$ cat config.mk
export PLATFORM = sky130hd
export DESIGN_NAME = dmem_arbiter_flat
export DESIGN_NICKNAME = d
export VERILOG_FILES = /design/src/rtl/dmem_arbiter_if.sv /design/src/rtl/dmem_arbiter.sv /design/src/flat_wrapper.sv
export SDC_FILE = /design/constraint.sdc
export NUM_CORES = 1
export LEC_CHECK = 0
export ABC_CLOCK_PERIOD_IN_PS = 11900
export BUFFER_PORTS_ARGS = -buffer_cell sky130_fd_sc_hd__buf_2
export CORE_AREA = 5 5 229 231
export CTS_BUF_LIST = sky130_fd_sc_hd__clkbuf_4 sky130_fd_sc_hd__clkbuf_8
export CTS_CLUSTER_SIZE = 40
export DETAILED_ROUTE_END_ITERATION = 6
export DIE_AREA = 0 0 234 236
export PLACE_DENSITY_LB_ADDON = 0.15
export SETUP_SLACK_MARGIN = 0.4
export SYNTH_ARGS = -nofsm -noshare
export SYNTH_HDL_FRONTEND = slang
export SYNTH_SLANG_ARGS = --single-unit
export TNS_END_PERCENT = 20
$ cat constraint.sdc
create_clock -name clk -period 11.9 [get_ports clk]
set_input_delay 1.785 -clock clk [delete_from_list [all_inputs] [get_ports clk]]
set_output_delay 1.785 -clock clk [all_outputs]
set_load 0.02 [all_outputs]
$ cat src/rtl/dmem_arbiter_if.sv
// Requester A/B and data-memory signals of dmem_arbiter, bundled for port connection.
// slave = arbiter view, master = requesters plus memory view.
interface dmem_arbiter_if #(
  parameter int ADDR_W = 64,
  parameter int DATA_W = 64
);
  // Handshake: x_req and its fields stay stable until x_ready pulses (request accepted).
  // x_done pulses once per accepted request; x_err and x_rdata are meaningful with x_done.
  logic              a_req;
  logic              a_we;
  logic [ADDR_W-1:0] a_addr;
  logic [DATA_W-1:0] a_wdata;
  logic              a_ready;
  logic              a_done;
  logic              a_err;
  logic [DATA_W-1:0] a_rdata;

  logic              b_req;
  logic              b_we;
  logic [ADDR_W-1:0] b_addr;
  logic [DATA_W-1:0] b_wdata;
  logic              b_ready;
  logic              b_done;
  logic              b_err;
  logic [DATA_W-1:0] b_rdata;

  logic [ADDR_W-1:0] Mem_Addr;
  logic [DATA_W-1:0] Write_Data;
  logic              MemWrite;
  logic              MemRead;
  logic [DATA_W-1:0] Read_Data;

  modport slave (
    input  a_req, a_we, a_addr, a_wdata, b_req, b_we, b_addr, b_wdata, Read_Data,
    output a_ready, a_done, a_err, a_rdata, b_ready, b_done, b_err, b_rdata,
    output Mem_Addr, Write_Data, MemWrite, MemRead
  );

  modport master (
    output a_req, a_we, a_addr, a_wdata, b_req, b_we, b_addr, b_wdata, Read_Data,
    input  a_ready, a_done, a_err, a_rdata, b_ready, b_done, b_err, b_rdata,
    input  Mem_Addr, Write_Data, MemWrite, MemRead
  );
endinterface

$ cat src/rtl/dmem_arbiter.sv
// Two-port arbiter for a single-ported 64-bit data memory: fixed 3-cycle slot, range check.
// Define DMEM_ARB_FIXED_PRIO_EN to make port A win every tie instead of round-robin.
module dmem_arbiter #(
  parameter int ADDR_W    = 64,
  parameter int DATA_W    = 64,
  parameter int MEM_BYTES = 64
) (
  input  logic       clk,
  input  logic       reset,
  dmem_arbiter_if.slave bus,
  output logic [1:0] dbg_state
);
  typedef enum logic [1:0] {IDLE = 2'd0, ISSUE = 2'd1, CAPTURE = 2'd2} state_t;

  localparam logic [ADDR_W-1:0] LAST_OK = ADDR_W'(MEM_BYTES - 8);

  state_t            state, state_d;
  logic              grant_b, grant_b_d;
  logic              op_we, op_we_d;
  logic              op_oor, op_oor_d;
  logic              last_b, last_b_d;
  logic              a_ready_q, a_ready_d, b_ready_q, b_ready_d;
  logic              a_done_q, a_done_d, b_done_q, b_done_d;
  logic              a_err_q, a_err_d, b_err_q, b_err_d;
  logic [DATA_W-1:0] a_rdata_q, a_rdata_d, b_rdata_q, b_rdata_d;
  logic [ADDR_W-1:0] mem_addr_q, mem_addr_d;
  logic [DATA_W-1:0] wdata_q, wdata_d;
  logic              mem_read_q, mem_read_d, mem_write_q, mem_write_d;

  logic              pick_b, sel_we, sel_oor;
  logic [ADDR_W-1:0] sel_addr;
  logic [DATA_W-1:0] sel_wdata;

  always_comb begin
`ifdef DMEM_ARB_FIXED_PRIO_EN
    pick_b = !bus.a_req;
`else
    // On a tie the port that did not win the previous slot goes next.
    pick_b = bus.b_req && (!bus.a_req || !last_b);
`endif
    sel_we    = pick_b ? bus.b_we    : bus.a_we;
    sel_addr  = pick_b ? bus.b_addr  : bus.a_addr;
    sel_wdata = pick_b ? bus.b_wdata : bus.a_wdata;
    sel_oor   = sel_addr > LAST_OK;
  end

  always_comb begin
    state_d     = state;
    grant_b_d   = grant_b;
    op_we_d     = op_we;
    op_oor_d    = op_oor;
    last_b_d    = last_b;
    a_ready_d   = 1'b0;
    b_ready_d   = 1'b0;
    a_done_d    = 1'b0;
    b_done_d    = 1'b0;
    a_err_d     = 1'b0;
    b_err_d     = 1'b0;
    a_rdata_d   = a_rdata_q;
    b_rdata_d   = b_rdata_q;
    mem_addr_d  = mem_addr_q;
    wdata_d     = wdata_q;
    mem_read_d  = 1'b0;
    mem_write_d = 1'b0;
    case (state)
      IDLE: begin
        if (bus.a_req || bus.b_req) begin
          grant_b_d   = pick_b;
          op_we_d     = sel_we;
          op_oor_d    = sel_oor;
          a_ready_d   = !pick_b;
          b_ready_d   = pick_b;
          mem_addr_d  = sel_addr;
          wdata_d     = sel_wdata;
          mem_read_d  = !sel_we && !sel_oor;
          mem_write_d = sel_we && !sel_oor;
          state_d     = ISSUE;
        end
      end
      ISSUE: state_d = CAPTURE;
      CAPTURE: begin
        // Out-of-range ops return zero data; stores leave rdata untouched.
        if (grant_b) begin
          b_done_d = 1'b1;
          b_err_d  = op_oor;
          if (op_oor)      b_rdata_d = '0;
          else if (!op_we) b_rdata_d = bus.Read_Data;
        end else begin
          a_done_d = 1'b1;
          a_err_d  = op_oor;
          if (op_oor)      a_rdata_d = '0;
          else if (!op_we) a_rdata_d = bus.Read_Data;
        end
        last_b_d = grant_b;
        state_d  = IDLE;
      end
      default: state_d = IDLE;
    endcase
  end

  always_ff @(posedge clk or posedge reset) begin
    if (reset) begin
      state       <= IDLE;
      grant_b     <= 1'b0;
      op_we       <= 1'b0;
      op_oor      <= 1'b0;
      last_b      <= 1'b1;
      a_ready_q   <= 1'b0;
      b_ready_q   <= 1'b0;
      a_done_q    <= 1'b0;
      b_done_q    <= 1'b0;
      a_err_q     <= 1'b0;
      b_err_q     <= 1'b0;
      a_rdata_q   <= '0;
      b_rdata_q   <= '0;
      mem_addr_q  <= '0;
      wdata_q     <= '0;
      mem_read_q  <= 1'b0;
      mem_write_q <= 1'b0;
    end else begin
      state       <= state_d;
      grant_b     <= grant_b_d;
      op_we       <= op_we_d;
      op_oor      <= op_oor_d;
      last_b      <= last_b_d;
      a_ready_q   <= a_ready_d;
      b_ready_q   <= b_ready_d;
      a_done_q    <= a_done_d;
      b_done_q    <= b_done_d;
      a_err_q     <= a_err_d;
      b_err_q     <= b_err_d;
      a_rdata_q   <= a_rdata_d;
      b_rdata_q   <= b_rdata_d;
      mem_addr_q  <= mem_addr_d;
      wdata_q     <= wdata_d;
      mem_read_q  <= mem_read_d;
      mem_write_q <= mem_write_d;
    end
  end

  assign bus.a_ready    = a_ready_q;
  assign bus.b_ready    = b_ready_q;
  assign bus.a_done     = a_done_q;
  assign bus.b_done     = b_done_q;
  assign bus.a_err      = a_err_q;
  assign bus.b_err      = b_err_q;
  assign bus.a_rdata    = a_rdata_q;
  assign bus.b_rdata    = b_rdata_q;
  assign bus.Mem_Addr   = mem_addr_q;
  assign bus.Write_Data = wdata_q;
  assign bus.MemRead    = mem_read_q;
  assign bus.MemWrite   = mem_write_q;
  assign dbg_state      = state;
endmodule

$ cat src/flat_wrapper.sv
// flat-port wrapper written by rule: the top's interface ports become plain ports
module dmem_arbiter_flat 
#(
  parameter int ADDR_W    = 64,
  parameter int DATA_W    = 64,
  parameter int MEM_BYTES = 64
)
  (clk, reset, dbg_state, bus_a_req, bus_a_we, bus_a_addr, bus_a_wdata, bus_b_req, bus_b_we, bus_b_addr, bus_b_wdata, bus_Read_Data, bus_a_ready, bus_a_done, bus_a_err, bus_a_rdata, bus_b_ready, bus_b_done, bus_b_err, bus_b_rdata, bus_Mem_Addr, bus_Write_Data, bus_MemWrite, bus_MemRead);
  dmem_arbiter_if #(.ADDR_W(ADDR_W), .DATA_W(DATA_W)) bus_i ();
  input  logic clk;
  input  logic reset;
  output logic [1:0] dbg_state;
  input wire logic [$bits(bus_i.a_req)-1:0] bus_a_req;
  input wire logic [$bits(bus_i.a_we)-1:0] bus_a_we;
  input wire logic [$bits(bus_i.a_addr)-1:0] bus_a_addr;
  input wire logic [$bits(bus_i.a_wdata)-1:0] bus_a_wdata;
  input wire logic [$bits(bus_i.b_req)-1:0] bus_b_req;
  input wire logic [$bits(bus_i.b_we)-1:0] bus_b_we;
  input wire logic [$bits(bus_i.b_addr)-1:0] bus_b_addr;
  input wire logic [$bits(bus_i.b_wdata)-1:0] bus_b_wdata;
  input wire logic [$bits(bus_i.Read_Data)-1:0] bus_Read_Data;
  output wire logic [$bits(bus_i.a_ready)-1:0] bus_a_ready;
  output wire logic [$bits(bus_i.a_done)-1:0] bus_a_done;
  output wire logic [$bits(bus_i.a_err)-1:0] bus_a_err;
  output wire logic [$bits(bus_i.a_rdata)-1:0] bus_a_rdata;
  output wire logic [$bits(bus_i.b_ready)-1:0] bus_b_ready;
  output wire logic [$bits(bus_i.b_done)-1:0] bus_b_done;
  output wire logic [$bits(bus_i.b_err)-1:0] bus_b_err;
  output wire logic [$bits(bus_i.b_rdata)-1:0] bus_b_rdata;
  output wire logic [$bits(bus_i.Mem_Addr)-1:0] bus_Mem_Addr;
  output wire logic [$bits(bus_i.Write_Data)-1:0] bus_Write_Data;
  output wire logic [$bits(bus_i.MemWrite)-1:0] bus_MemWrite;
  output wire logic [$bits(bus_i.MemRead)-1:0] bus_MemRead;
  assign bus_i.a_req = bus_a_req;
  assign bus_i.a_we = bus_a_we;
  assign bus_i.a_addr = bus_a_addr;
  assign bus_i.a_wdata = bus_a_wdata;
  assign bus_i.b_req = bus_b_req;
  assign bus_i.b_we = bus_b_we;
  assign bus_i.b_addr = bus_b_addr;
  assign bus_i.b_wdata = bus_b_wdata;
  assign bus_i.Read_Data = bus_Read_Data;
  assign bus_a_ready = bus_i.a_ready;
  assign bus_a_done = bus_i.a_done;
  assign bus_a_err = bus_i.a_err;
  assign bus_a_rdata = bus_i.a_rdata;
  assign bus_b_ready = bus_i.b_ready;
  assign bus_b_done = bus_i.b_done;
  assign bus_b_err = bus_i.b_err;
  assign bus_b_rdata = bus_i.b_rdata;
  assign bus_Mem_Addr = bus_i.Mem_Addr;
  assign bus_Write_Data = bus_i.Write_Data;
  assign bus_MemWrite = bus_i.MemWrite;
  assign bus_MemRead = bus_i.MemRead;
  dmem_arbiter #(.ADDR_W(ADDR_W), .DATA_W(DATA_W), .MEM_BYTES(MEM_BYTES)) u_core (.clk(clk), .reset(reset), .bus(bus_i), .dbg_state(dbg_state));
endmodule
== After elaboration in Yosys (flattened, before gate mapping) ==
Index checks and enable logic that the tools add are counted.

* $add $sub $neg: 0
* Multipliers: 0
* Div/mod/pow operators: 0
* Order comparisons: 1
* Equality and inequality tests: 4
* Shift-type cells: 0
* Muxes and demuxes: 23
* Bitwise gates (word level): 1
* Reduce and logical (&&, ||, !) cells: 14

{| class="wikitable"
|+ Operator list
! operator !! count
|-
| two-way mux 64 bit || 4
|-
| > comparator 64 x 6 -> 1 bit (second input constant) || 1
|-
| two-way mux 1 bit || 17
|-
| AND reduction 3 bit || 2
|-
| logical NOT 1 bit || 5
|-
| case mux 2 bit (2 select lines) || 1
|-
| logical AND 1 bit || 3
|-
| equality test 2 x 1 -> 1 bit (second input constant) || 1
|-
| equality test 2 bit (second input constant) || 1
|-
| logical NOT 2 bit || 1
|-
| logical OR 1 bit || 2
|-
| two-way mux 2 bit || 1
|-
| != test 2 x 1 -> 1 bit (second input constant) || 1
|-
| != test 2 bit (second input constant) || 1
|-
| AND reduction 2 bit || 1
|-
| NOT 1 bit || 1
|}

* Flip-flop bits (word level): 270
* Bits in latches: 0
* Memory bits (writable): 0
* Bits in read-only memories: 0
* Input bits: 326
* Output and inout port bits: 266
* Word-level logic and storage cells: 60
* Memories kept: 0

== Logic depth before layout (Yosys ltp) ==
* Word-level depth: 9
* Depth in mapped cells: 8
* Gate-level depth less buffers: 6

== Worst setup path after synthesis ==
OpenSTA, ideal clock, no wires.

* Kind: input port to flip-flop
* Start point: input bus_a_addr[19]
* End point: register u_core.op_oor
* Library setup time: 121 ps
* Arrival time: 2814 ps
* Required time: 11779 ps
* Setup slack: 8965 ps
* Cell stages on the path: 4
* Path buffers: 0
* Cells stage by stage: or4_4 -> nor4_2 -> o22ai_1 -> o22a_1

* Word-level cells in the longest chain between the ends: 2

{| class="wikitable"
|+ RTL lines
! item !! RTL line !! source
|-
| start: declaration || flat_wrapper.sv:15 || <nowiki>input wire logic [$bits(bus_i.a_addr)-1:0] bus_a_addr;</nowiki>
|-
| two-way mux 64 bit || dmem_arbiter.sv:42 || <nowiki>sel_addr = pick_b ? bus.b_addr : bus.a_addr;</nowiki>
|-
| > comparator 64 x 6 -> 1 bit || dmem_arbiter.sv:44 || <nowiki>sel_oor = sel_addr > LAST_OK;</nowiki>
|-
| end signal: assignment || dmem_arbiter.sv:124 || <nowiki>op_oor <= op_oor_d;</nowiki>
|-
| end: declaration || dmem_arbiter.sv:20 || <nowiki>logic op_oor, op_oor_d;</nowiki>
|}

No other way between the ends.
A chain may end at the register's enable or synchronous reset.

== Worst setup path after layout ==
* Start point: input bus_b_req
* End point: register u_core.mem_read_q, in the netlist u_core.bus.MemRead

* Word-level cells in the longest chain between the ends: 7
* Elaborated cells between the ends (all ways): 10
* Classes of those cells: 1 x order compare; 4 x mux; 5 x reduce/logical

{| class="wikitable"
|+ RTL lines
! item !! RTL line !! source
|-
| start: declaration || flat_wrapper.sv:17 || <nowiki>input wire logic [$bits(bus_i.b_req)-1:0] bus_b_req;</nowiki>
|-
| logical AND 1 bit || dmem_arbiter.sv:39 || <nowiki>pick_b = bus.b_req && (!bus.a_req || !last_b);</nowiki>
|-
| two-way mux 64 bit || dmem_arbiter.sv:42 ||
|-
| > comparator 64 x 6 -> 1 bit || dmem_arbiter.sv:44 ||
|-
| logical NOT 1 bit || dmem_arbiter.sv:75 || <nowiki>mem_read_d = !sel_we && !sel_oor;</nowiki>
|-
| logical AND 1 bit || dmem_arbiter.sv:75 ||
|-
| two-way mux 1 bit * || dmem_arbiter.sv:67 || <nowiki>if (bus.a_req || bus.b_req) begin</nowiki>
|-
| two-way mux 1 bit * || dmem_arbiter.sv:65 || <nowiki>case (state)</nowiki>
|-
| via u_core.mem_read_d || dmem_arbiter.sv:28 || <nowiki>logic mem_read_q, mem_read_d, mem_write_q, mem_write_d;</nowiki>
|-
| end signal: assignment || dmem_arbiter.sv:136 || <nowiki>mem_read_q <= mem_read_d;</nowiki>
|-
| end: declaration || dmem_arbiter.sv:28 ||
|}

The timed path passes the listed nets; every way through them passes the cells marked *.

==> results.sh <==
export IMPL_status="finished clean"
export IMPL_cts_resized=0
export IMPL_h_tree_depth=2
export IMPL_clock_sinks=270
export IMPL_total_power_mw=4.14
export IMPL_drive_gt1_frac=0.376
export IMPL_slowest_stage="buf_4"
export IMPL_route_vias_total=11126
export IMPL_min_period_ns=3.89
export IMPL_dr_pass1_iters=4
export IMPL_rows=82
export IMPL_hold_buffers=0
export IMPL_nets=2161
export IMPL_numCtsBuffers=53
export IMPL_grt_util_all_layers=0.176
export IMPL_dp_hpwl_um=38000
export IMPL_fmax_mhz=257
export IMPL_start_util=0.229
export IMPL_final_util=0.321
export IMPL_rsz0062_at_grt="false"
export IMPL_clkPwrFrac=0.232
export IMPL_layout_commonest_cell="buf_2"
export IMPL_cpMostUsedCell="buf_4"
export IMPL_die_y_um=236
export IMPL_core_area_mm2=0.0499
export IMPL_io_buffers=591
export IMPL_cts_buffer_depth=3
export IMPL_post_drt_wl_per_cell_um=19.7
export IMPL_worst_r2r_setup_slack_ns=8.76
export IMPL_powerDensity_mw_per_mm2=259
export IMPL_syn_inst=1272
export IMPL_ys_ff_latch=270
export IMPL_syn_nets=1598
export IMPL_skew_ns=0.0229
export IMPL_worstSetupPathType="input pin to register"
export IMPL_grt_first_pass_wirelength_um=74500
export IMPL_drt_iter0_drc=521
export IMPL_syn_area_mm2=0.0114
export IMPL_mostFrequentLayoutCells="buf_2 (591), nand2_1 (385), dfrtp_1 (268), nor2_1 (137), o21ai_0 (128)"
export IMPL_syn2layout_area_growth_pct=40.6
export IMPL_power_frac_comb=0.410
export IMPL_worstPathRequired_ns=12.42
export IMPL_cp_data_arrival_time_ns=4.41
export IMPL_synth_avg_cell_area_um2=8.96
export IMPL_critical_path_max_stage_delay_ns=0.67
export IMPL_drt_total_wl_um=50400
export IMPL_critPathLaunchType="input pin"
export IMPL_postCtsSetupRepairBufs=0
export IMPL_synth_edf_count=0
export IMPL_synth_flop_cell="dfrtp_1"
export IMPL_leakage_nw=7.92
export IMPL_ant_nets=0
export IMPL_switching_share=0.434
export IMPL_die_x_um=234
export IMPL_worstMarginPinSlew_ns=1.36
export IMPL_worst_setup_path_end_kind="register"
export IMPL_cts_tree="done"
export IMPL_drc=0
export IMPL_dieArea_mm2=0.0552
export IMPL_via_per_inst=4.35
export IMPL_synthArstFlopShare=1.00
export IMPL_whs_ns=0.471
export IMPL_fin_cells=2558
export IMPL_setup_viol=0
export IMPL_antenna_found_initial=37
export IMPL_fin_crit_sh=0.327
export IMPL_grt_max_degree=172
export IMPL_synth_distinct_cells=33
export IMPL_seq_area_frac_synth=0.593
export IMPL_ys_warn_count=0
export IMPL_seq_power_share=0.358
export IMPL_gr_total_overflow=0
export IMPL_hold_path_class="register to register"
export IMPL_cap_violations=0
export IMPL_drv_slew=0
export IMPL_vdd_ir_drop_worst_uv=105
export IMPL_crit_chain="buf_2 -> a21bo_4 -> buf_4 -> buf_4 -> nand4_1 -> nor4_2 -> o22ai_1 -> nor3_1"
export IMPL_final_setup_tns_ns=0
export IMPL_clkTransAtPathRegs_ns=0.06
export IMPL_power_switching_mw=1.80
export IMPL_placed_cells=2452
export IMPL_hold_viol_final=0
export IMPL_relSlewSlack=0.0914
export IMPL_grt_pass1_vias=11693
export IMPL_p_int_mw=2.35
export IMPL_gp_congestion=0.874
export IMPL_clock_root_buffer="clkbuf_8"
export IMPL_io_pins=592
export IMPL_worst_skew_pair_late_latency_ns=0.62
export IMPL_path_max_fanout=61
==> critical path: cells and delay by family <==
kind            cells  cell delay, ns
buf+inv             3            1.26
compound gates      2            0.67
simple gates        3            0.66
==> final cells by class <==
type                    instances  area (um2)
inverters                       4        27.5
diodes                         14        35.0
well taps                     672         841
fillers                      5487       33800
clock buffers                  80         988
flip-flops and latches        270        6760
clock inverters                12        87.6
multi-input cells             906        4250
repair buffers                600        3040
==> cells by family (layout without fill, tap and decap cells) <==
family,after synthesis,count (layout),synth area share
other,0,14,0
buffers and inverters,96,696,0.0372
AND/OR/NAND/NOR,638,638,0.235
flip-flops,270,270,0.593
AO/OA/AOI/OAI,267,267,0.134
multiplexers,1,1,0.000878
==> state kept, by name (all words and copies together), names as in the netlist <==
signal                 count
u_core.bus.MemRead         1
u_core.bus.MemWrite        1
u_core.bus.Mem_Addr       64
u_core.bus.Write_Data     64
u_core.bus.a_done          1
u_core.bus.a_err           1
u_core.bus.a_rdata        64
u_core.bus.a_ready         1
u_core.bus.b_done          1
u_core.bus.b_err           1
u_core.bus.b_rdata        64
u_core.bus.b_ready         1
u_core.dbg_state           2
u_core.grant_b             1
u_core.last_b              1
u_core.op_oor              1
u_core.op_we               1
==> routing by layer <==
| metal | track usage | wire, um | part of all wire | up-vias |
|---|---|---|---|---|
| met5 | 0 | 137 | 0.0027 | - |
| met4 | 0.0368 | 907 | 0.018 | 22 |
| met3 | 0.0874 | 5620 | 0.11 | 96 |
| met2 | 0.308 | 25000 | 0.50 | 430 |
| met1 | 0.191 | 18700 | 0.37 | 5172 |
| li1 | - | - | - | 5406 |
==> worst paths after layout <==
| kind | startpoint | end | cells after the start |
|---|---|---|---|
| worst max-delay path | bus_b_req | u_core.bus.MemRead$_DFF_PP0_ | 8 |
| worst min-delay path | u_core.bus.b_rdata[1]$_DFFE_PP0P_ | u_core.bus.b_rdata[1]$_DFFE_PP0P_ | 2 |
| worst max register to register | u_core.last_b$_DFFE_PP1P_ | u_core.bus.MemRead$_DFF_PP0_ | 7 |
| worst min register to register | u_core.bus.b_rdata[1]$_DFFE_PP0P_ | u_core.bus.b_rdata[1]$_DFFE_PP0P_ | 2 |
| max in group asynchronous | reset | u_core.op_oor$_DFFE_PP0P_ | 3 |
| min in group asynchronous | reset | u_core.bus.a_rdata[49]$_DFFE_PP0P_ | 2 |
==> Yosys cell counts, types with 2 or more instances <==
cell type | n | area [um2]
o211ai_1 | 2 | 15.0
dfrtp_1 | 269 | 6730
buf_1 | 5 | 18.8
nor2_1 | 137 | 514
nand4_1 | 6 | 37.5
o22ai_1 | 2 | 12.5
a31oi_1 | 127 | 795
nor3_1 | 7 | 35.0
buf_2 | 36 | 180
nand3_1 | 5 | 25.0
a21o_1 | 2 | 15.0
inv_1 | 3 | 11.3
and2_1 | 2 | 12.5
buf_6 | 2 | 22.5
nand2b_1 | 67 | 419
nor4_1 | 23 | 144
clkbuf_1 | 48 | 180
nand2_1 | 387 | 1450
o21ai_0 | 128 | 641
==> through the flow <==
step	instance area (um2)	worst slack (ns)
2_1_floorplan	11400	2.68
3_3_place_gp	14900	7.44
3_5_place_dp	14900	7.38
4_1_cts	16000	8.03
5_1_grt	16000	7.80
6_report	16000	8.01
==> power by group through the flow <==
stage               clock network, mW  registers, mW  logic (mW)
floorplan                           0           1.92       0.613
global placement                    0           1.49        1.73
detailed placement                  0           1.49        1.74
CTS                              1.00           1.49        1.74
global route                     1.04           1.53        1.88
finish                          0.961           1.48        1.70
Power figures use the tool's default switching activity.
